### src/rtl/ioctl_loader.sv
// ioctl_loader: ioctl download -> 16-bit memory writes via a write FIFO.
// Ports: ioctl_* (source, wait), mem_* (req/ack sink), busy/done/err.
module ioctl_loader #(
  parameter int IW = 16,
  parameter int NREG = 2,
  parameter logic [NREG*6-1:0] REGION_INDEX = {6'd1, 6'd0},
  parameter logic [NREG*25-1:0] REGION_BASE = {25'h0800000, 25'h0},
  parameter logic [NREG-1:0] REGION_SWAP = 2'b01,
  parameter int FIFO_DEPTH = 4
) (
  input  logic          clk_sys,
  input  logic          reset_n,
  input  logic          ioctl_download,
  input  logic [7:0]    ioctl_index,
  input  logic          ioctl_wr,
  input  logic [24:0]   ioctl_addr,
  input  logic [IW-1:0] ioctl_dout,
  output logic          ioctl_wait,
  output logic          mem_req,
  output logic [24:0]   mem_addr,
  output logic [15:0]   mem_din,
  output logic [1:0]    mem_be,
  input  logic          mem_ack,
  output logic          busy,
  output logic          done,
  output logic          err
);

  typedef enum logic [2:0] {
    S_IDLE, S_LOAD, S_FLUSH, S_DRAIN, S_DONE
  } state_t;

  typedef struct packed {
    logic [24:0] addr;
    logic [15:0] data;
    logic [1:0]  be;
  } ent_t;

  localparam int AW = $clog2(FIFO_DEPTH);

  state_t state, state_n;
  ent_t fifo [FIFO_DEPTH];
  logic [AW-1:0] wp, rp;
  logic [AW:0] cnt, cnt_n;

  logic held_v, held_v_n;
  logic [24:0] held_a, held_a_n;
  logic [7:0] held_d, held_d_n;

  logic hit, hit_swap;
  logic [24:0] hit_base, baddr;
  logic wr_ok, acc, pop;
  logic p0_v, p1_v, ok0, ok1;
  ent_t p0, p1, held_e, odd_e;
  logic [15:0] dw;
  logic unused_idx;

  assign unused_idx = ^ioctl_index[7:6];
  assign dw = 16'(ioctl_dout);

  // Descending scan so the lowest-numbered region wins.
  always_comb begin
    hit = 1'b0;
    hit_swap = 1'b0;
    hit_base = '0;
    for (int i = NREG - 1; i >= 0; i--) begin
      if (ioctl_index[5:0] == REGION_INDEX[i*6 +: 6]) begin
        hit = 1'b1;
        hit_swap = REGION_SWAP[i];
        hit_base = REGION_BASE[i*25 +: 25];
      end
    end
  end

  assign baddr = hit_base + ioctl_addr;
  assign wr_ok = ioctl_wr &
    ((state == S_LOAD) |
     ((state == S_IDLE) & ioctl_download));
  assign acc = wr_ok & hit;
  assign pop = mem_req & mem_ack;

  assign held_e = {held_a, 8'h00, held_d, 2'b01};
  assign odd_e = {baddr[24:1], 1'b0,
                  dw[7:0], 8'h00, 2'b10};

  // Up to two pushes per cycle: an odd byte that breaks
  // a held even byte emits the orphan first, then itself.
  always_comb begin
    p0_v = 1'b0;
    p1_v = 1'b0;
    p0 = '0;
    p1 = '0;
    held_v_n = held_v;
    held_a_n = held_a;
    held_d_n = held_d;
    if (state == S_FLUSH) begin
      if (held_v) begin
        p0_v = 1'b1;
        p0 = held_e;
        held_v_n = 1'b0;
      end
    end else if (acc) begin
      if (IW == 16) begin
        p0_v = 1'b1;
        p0.addr = {baddr[24:1], 1'b0};
        p0.data = hit_swap ? {dw[7:0], dw[15:8]} : dw;
        p0.be = 2'b11;
      end else if (!baddr[0]) begin
        p0_v = held_v;
        p0 = held_e;
        held_v_n = 1'b1;
        held_a_n = baddr;
        held_d_n = dw[7:0];
      end else if (held_v &&
                   baddr == held_a + 25'd1) begin
        p0_v = 1'b1;
        p0 = {held_a, dw[7:0], held_d, 2'b11};
        held_v_n = 1'b0;
      end else begin
        held_v_n = 1'b0;
        p0_v = 1'b1;
        if (held_v) begin
          p0 = held_e;
          p1_v = 1'b1;
          p1 = odd_e;
        end else begin
          p0 = odd_e;
        end
      end
    end
  end

  // A pop frees its slot for a push in the same cycle.
  always_comb begin
    ok0 = p0_v &&
      (int'(cnt) < FIFO_DEPTH + int'(pop));
    ok1 = p1_v && ok0 &&
      (int'(cnt) + 1 < FIFO_DEPTH + int'(pop));
    cnt_n = cnt + (AW+1)'(ok0) + (AW+1)'(ok1)
          - (AW+1)'(pop);
  end

  always_ff @(posedge clk_sys) begin
    if (ok0) fifo[wp] <= p0;
    if (ok1) fifo[wp + AW'(1)] <= p1;
  end

  always_comb begin
    state_n = state;
    unique case (state)
      S_IDLE:  if (ioctl_download) state_n = S_LOAD;
      S_LOAD:  if (!ioctl_download) state_n = S_FLUSH;
      S_FLUSH: state_n = S_DRAIN;
      S_DRAIN: if (cnt == '0 && !mem_req)
                 state_n = S_DONE;
      S_DONE:  state_n = S_IDLE;
      default: state_n = S_IDLE;
    endcase
  end

  always_ff @(posedge clk_sys or negedge reset_n) begin
    if (!reset_n) begin
      state <= S_IDLE;
      wp <= '0;
      rp <= '0;
      cnt <= '0;
      held_v <= 1'b0;
      held_a <= '0;
      held_d <= '0;
      ioctl_wait <= 1'b0;
      mem_req <= 1'b0;
      mem_addr <= '0;
      mem_din <= '0;
      mem_be <= '0;
      err <= 1'b0;
    end else begin
      state <= state_n;
      wp <= wp + AW'(ok0) + AW'(ok1);
      rp <= rp + AW'(pop);
      cnt <= cnt_n;
      held_v <= held_v_n;
      held_a <= held_a_n;
      held_d <= held_d_n;
      ioctl_wait <= int'(cnt_n) >= FIFO_DEPTH - 1;
      if (wr_ok && !hit)
        err <= 1'b1;
      else if (state == S_IDLE && ioctl_download)
        err <= 1'b0;
      // Head stays in the FIFO until acked; the next
      // entry is loaded one cycle after the pop.
      if (pop) begin
        mem_req <= 1'b0;
      end else if (!mem_req && cnt != '0) begin
        mem_req <= 1'b1;
        mem_addr <= fifo[rp].addr;
        mem_din <= fifo[rp].data;
        mem_be <= fifo[rp].be;
      end
    end
  end

  assign busy = (state != S_IDLE);
  assign done = (state == S_DONE);

endmodule
### config.mk
export PLATFORM = sky130hd
export DESIGN_NAME = ioctl_loader
export DESIGN_NICKNAME = d
export VERILOG_FILES = /design/src/rtl/ioctl_loader.sv
export SDC_FILE = /design/constraint.sdc
export NUM_CORES = 1
export LEC_CHECK = 0
export BUFFER_PORTS_ARGS = -buffer_cell sky130_fd_sc_hd__buf_2
export CORE_AREA = 4 4 176 178
export DETAILED_ROUTE_END_ITERATION = 8
export DIE_AREA = 0 0 180 182
export PLACE_DENSITY_LB_ADDON = 0.12
export REMOVE_ABC_BUFFERS = 1
export SLEW_MARGIN = 20
export SYNTH_ARGS = -nofsm -noshare
export SYNTH_HDL_FRONTEND = slang
export SYNTH_SLANG_ARGS = --single-unit
### constraint.sdc
create_clock -name clk_sys -period 6.5 [get_ports clk_sys]
set_input_delay 0.65 -clock clk_sys [delete_from_list [all_inputs] [get_ports clk_sys]]
set_output_delay 0.65 -clock clk_sys [all_outputs]
set_load 0.05 [all_outputs]
==> results.toml, run 1 <==
[run_status]
outcome = "finished, final reports clean"

[route]
viasPerCell = 4.41
ant_nets = 0
remaining_drc_errors = 0
drt_pre_antenna_iters = 4
routed_wl_mm = 18.0
drt-wirelength-per-cell_um = 19.0
routed-via-count = 4178
dr.first_iter.drc_count = 108

[logic_synthesis]
syn-cell-area_um2 = 8730
synth_edf_count = 164
yosysWarningCount = 0
postSynth.asyncResetShare = 0.248
postSynthCellCount = 431
synth-main-ff-cell = "edfxtp_1"
synth_sequential_area_ratio = 0.719
post_synth_num_cell_types = 38
postSynthRegisterBits = 218
syn-mean-instance-area_um2 = 20.3

[cts]
post_cts_resize_count = 0
cts_tree = "done"
cts_max_path_buffers = 3
cts_sinks = 218
cts_root_buf = "clkbuf_16"
htreeDepth = 1
holdBufCountCts = 0
worst_setup_hold_path_clk_slew_ns = 0.06
tritoncts_buffers = 25
insertion_delay_ns = 0.51
postCtsSetupRepairBufs = 0

[grt]
grt.total_usage = 0.110
globalRouteMet1Util = 0.143
grt_pass1_wl_mm = 28.1
grt_start_max_net_pins = 55
global_route.peak_usage_layer = "met2"
grt_util_met3 = 0.0242
grt.met2_usage = 0.190
antenna_found_initial = 0
grt.overflow.total = 0
first_global_vias = 4758

[timing]
finClkSkew_ns = 0.0149
finalHoldViolations = 0
timing.final.crit_period_ns = 3.48
rsz0062_at_grt = "false"
fin_crit_sh = 0.536
timing_worst_slew_pin_value_ns = 0.960
maxSlewHeadroom = 0.357
finalSetupViolations = 0
timing.setup.tns_ns = 0
highest_clock_frequency_the_design_can_meet_mhz = 287
finalMaxSlewViolations = 0

[setup_path]
required_ns = 6.64
crit_path_cell_trace = "nor3b_4 -> o2111ai_4 -> inv_4 -> nand2_4 -> nor3b_2 -> buf_4"
worst_path_largest_cell_delay_ns = 0.80
endpoint_kind = "register"
worst-r2r-setup-slack_ns = 3.02
rr_startpoint = "state[1]"
critPathSlowestCell = "nor3b_2"
worst-path-max-fanout = 31
cp-start-kind = "register"
crit_start = "state[1]"
number_of_buffers_and_inverters_on_the_critical_path = 2
critPathTopFamily = "simple AND/OR/NAND/NOR gates"
cp_data_arrival_time_ns = 3.62
crit_path_class = "register to register"

[worst_hold_path]
hold_path.class = "input pin to async pin"

[pwr]
internal_power_uw = 3040
power.share.combinational = 0.312
power_frac_seq = 0.407
power_leakage_uw = 0.00399
powerDensity_nw_per_um2 = 440
pwr-share-clk = 0.281
power.net_switching_uw = 1530
max-vdd-ir-drop_mv = 0.179
power_switching_share = 0.334

[finish]
fraction_of_layout_instances_using_a_drive_strength_above_1 = 0.413
insertedDiodeCount = 0
final-instance-count-excl-fill = 947
final_cell_mix = "164 x edfxtp_1, 96 x buf_2, 52 x dfrtp_1"
layout.cells.most_common = "edfxtp_1"
layout-area-overhead-vs-synth_pct = 18.9
final_nets = 599
finalCoreUtilization = 0.353

[placed_design]
place_inst = 901
hpwlAfterDp_mm = 10.3
placement.io_buffers = 97
gp_congestion = 0.719

[die]
core_region_area_um2 = 29400
core.rowCount = 63
y_dimension_of_the_die_um = 182
die-area_um2 = 32800
die_x_um = 180
starting_utilization_of_the_core_area = 0.297
ios = 102

[run]
cap_violations = 0
-- sequential cells by signal, indices dropped and copies added (netlist names) --
signal / flops
mem_req: 1
cnt: 3
mem_addr: 24
err: 1
wp: 2
ioctl_wait: 1
mem_din: 16
mem_be: 1
fifo: 164
rp: 2
state: 3
-- power by group through the flow --
| stage | registers, uW | clock network [uW] | logic [uW] |
|---|---|---|---|
| after floorplan | 2300 | 0 | 698 |
| after global routing | 1900 | 1400 | 1510 |
| after CTS | 1880 | 1340 | 1450 |
| after global placement | 1900 | 0 | 1450 |
| final | 1860 | 1280 | 1420 |
| after detailed placement | 1900 | 0 | 1450 |
-- metal layers --
| layer | up-vias | routed length [um] |
|---|---|---|
| met1 | 2154 | 7900 |
| met4 | 0 | 372 |
| li1 | 1902 | - |
| met5 | - | 0 |
| met2 | 94 | 9000 |
| met3 | 28 | 731 |
-- cells in the mapped netlist, types with 2 or more instances --
cell type,number,share of area
and2_1,23,0.016
ha_1,6,0.0086
mux4_2,40,0.10
dfrtp_1,54,0.15
nor3b_1,4,0.0034
buf_4,4,0.0034
nand2_1,3,0.0013
xor2_1,2,0.0020
mux2_4,40,0.069
clkbuf_1,5,0.0021
and3_1,2,0.0014
xnor2_1,2,0.0020
mux2i_1,16,0.018
edfxtp_1,164,0.56
nor2_1,24,0.010
nor3_1,4,0.0023
buf_2,9,0.0052
buf_6,5,0.0064
inv_1,5,0.0021
-- path summary, 6_finish.rpt --
kind / to / depth (start not counted)
max in group asynchronous: rp[0] / 1
hold reg to reg: mem_din[11] / 1
setup / recovery: fifo[2][30] / 6
setup reg to reg: fifo[2][30] / 6
min in group clk_sys: state[0] / 3
hold / removal: mem_addr[7] / 1
-- area by class of cell --
cell class / count / area, um2
multi-input cells: 183 / 2300
inverters: 7 / 28.8
well taps: 390 / 488
repair buffers: 103 / 533
clock inverters: 10 / 75.1
clock buffers: 36 / 677
fillers: 2809 / 19000
flip-flops and latches: 218 / 6280
-- metrics by stage --
stage | setup WS (ns) | hold slack, ns | total power (uW) | cell area (um2)
finish | 3.02 | 0.234 | 4570 | 10400
global route | 2.68 | 0.299 | 4810 | 10400
CTS | 2.83 | 0.260 | 4670 | 10400
detailed placement | 2.45 | 0.488 | 3350 | 9630
global placement | 2.52 | 0.489 | 3340 | 9630
floorplan | 1.42 | 0.354 | 3000 | 8580
-- cell families after synthesis --
group,share of synthesized area
other,0.000430
XOR/XNOR,0.00401
AND/OR/NAND/NOR,0.0436
multiplexers,0.195
adder cells (fa/ha/maj),0.0109
buffers and inverters,0.0205
AO/OA/AOI/OAI,0.00717
flip-flops,0.719
No activity file was read; power rests on OpenSTA's default activity.
==> inputs of run 2 (changes only) <==
==> constraint.sdc (replaced) <==
create_clock -name clk_sys -period 3.3 [get_ports clk_sys]
set_input_delay 0.33 -clock clk_sys [delete_from_list [all_inputs] [get_ports clk_sys]]
set_output_delay 0.33 -clock clk_sys [all_outputs]
set_load 0.05 [all_outputs]
==> results.toml, run 2 (synthesized netlist as in run 1, its figures left out) <==
[finish]
fraction_of_layout_instances_using_a_drive_strength_above_1 = 0.430
final-instance-count-excl-fill = 957
layout.cells.most_common = "edfxtp_1"
final_cell_mix = "164 x edfxtp_1, 96 x buf_2, 52 x dfrtp_1"
register_containing_the_most_flip_flops_in_the_final_layout = "fifo"
final_nets = 608
layout-area-overhead-vs-synth_pct = 20.8
largest_register_ffs = 164
largest_registers = "fifo x164, mem_addr x24, mem_din x16"
insertedDiodeCount = 0
fillerInstances = 2799

[grt]
grt.overflow.total = 0
grt_start_max_net_pins = 55
grt.total_usage = 0.110
first_global_vias = 4793
antenna_found_initial = 0
grt_pass1_wl_mm = 27.9

[timing]
rsz0062_at_grt = "false"
finalHoldViolations = 0
maxSlewHeadroom = 0.390
timing.final.crit_period_ns = 2.71
timing_worst_slew_pin_value_ns = 0.916
finClkSkew_ns = 0.00825
fin_crit_sh = 0.822
finalMaxSlewViolations = 0
timing.setup.tns_ns = 0
finalSetupViolations = 0
highest_clock_frequency_the_design_can_meet_mhz = 369

[route]
routed_wl_mm = 18.3
remaining_drc_errors = 0
drt_pre_antenna_iters = 4
dr.first_iter.drc_count = 154
met3_length_um = 760
route.layer.met1.wl_mm = 8.18
wl_met2_mm = 8.92
routed-via-count = 4201
top_layer = "met4"
ant_nets = 0
viasPerCell = 4.39
drt-wirelength-per-cell_um = 19.1

[run]
cap_violations = 0

[setup_path]
required_ns = 3.70
endpoint_kind = "register"
worst-path-max-fanout = 28
crit_path_class = "register to register"
cp_data_arrival_time_ns = 3.11
cp-start-kind = "register"

[pwr]
max-vdd-ir-drop_mv = 0.329
power_leakage_uw = 0.00408
powerDensity_nw_per_um2 = 871

[placed_design]
placement.io_buffers = 97
gp_congestion = 0.710
place_inst = 908
hpwlAfterDp_mm = 11.1

[cts]
postCtsSetupRepairBufs = 0
cts_root_buf = "clkbuf_16"
htreeDepth = 1
tritoncts_buffers = 26
cts_max_path_buffers = 3
worst_setup_hold_path_clk_slew_ns = 0.06
cts_tree = "done"
cts_sinks = 218
insertion_delay_ns = 0.51

[die]
core.rowCount = 63
core_region_area_um2 = 29400
die-area_um2 = 32800
ios = 102
y_dimension_of_the_die_um = 182
starting_utilization_of_the_core_area = 0.297
die_x_um = 180

[run_status]
outcome = "finished, final reports clean"

[worst_hold_path]
hold_path.class = "input pin to register"
==> run 2: layout make-up <==
type	instances	area, um2	share of cell area
clock inverters	11	81.3	0.00771
repair buffers	111	621	0.0589
well taps	390	488	0.0463
inverters	7	28.8	0.00273
multi-input cells	183	2300	0.218
clock buffers	37	743	0.0705
flip-flops and latches	218	6280	0.596
==> run 2: critical path, stage by stage, from the launching register on <==
cell and delay [ns]:
dfrtp_1 0.48, nor3b_4 0.26, o2111ai_4 0.16, inv_4 0.31, nand2_4 0.14, ha_1 0.30
inv_1 0.06, ha_1 0.14, inv_1 0.05, fa_1 0.48, inv_1 0.05, a21o_1 0.16
==> run 2: repair_timing <==
action	4_1_cts	5_1_grt
hold buffers	1	0
hold endpoints to repair	54	0
gates resized for setup	0	0
==> run 2: where the power goes <==
part / switching [uW] / leakage [uW] / internal [uW]
Clock: 1050 / 0.000410 / 1640
Sequential: 458 / 0.00225 / 3240
Combinational: 1530 / 0.00142 / 1260
Total: 3040 / 0.00408 / 6140
==> run 2: layer usage <==
layer / GRT usage / vias up
li1: - / 1908
met1: 0.145 / 2157
met2: 0.187 / 106
met3: 0.0232 / 30
met4: 0.0271 / 0
met5: 0 / -
==> run 2: stage by stage <==
| stage | power, uW | cell area (um2) | hold WS, ns | worst slack [ns] | utilization |
|---|---|---|---|---|---|
| 3_5_place_dp | 6620 | 9710 | 0.492 | 0.485 | 0.330 |
| 4_1_cts | 9380 | 10500 | 0.130 | 0.518 | 0.359 |
| 5_1_grt | 9630 | 10500 | 0.141 | 0.367 | 0.359 |
| 6_report | 9180 | 10500 | 0.163 | 0.587 | 0.359 |
| 3_3_place_gp | 6600 | 9710 | 0.482 | 0.583 | 0.330 |
| 2_1_floorplan | 5910 | 8580 | 0.0344 | -1.52 | - |
==> run 2: path summary, 6_finish.rpt <==
path	to	from	slack [ns]	cells past startpoint
max reg2reg	ioctl_wait	state[1]	0.59	11
min reg2reg	mem_addr[16]	mem_addr[16]	0.51	1
max	ioctl_wait	state[1]	0.59	11
min in group asynchronous	mem_addr[19]	reset_n	0.48	2
min	state[0]	ioctl_download	0.16	3
max in group asynchronous	rp[0]	reset_n	2.18	2
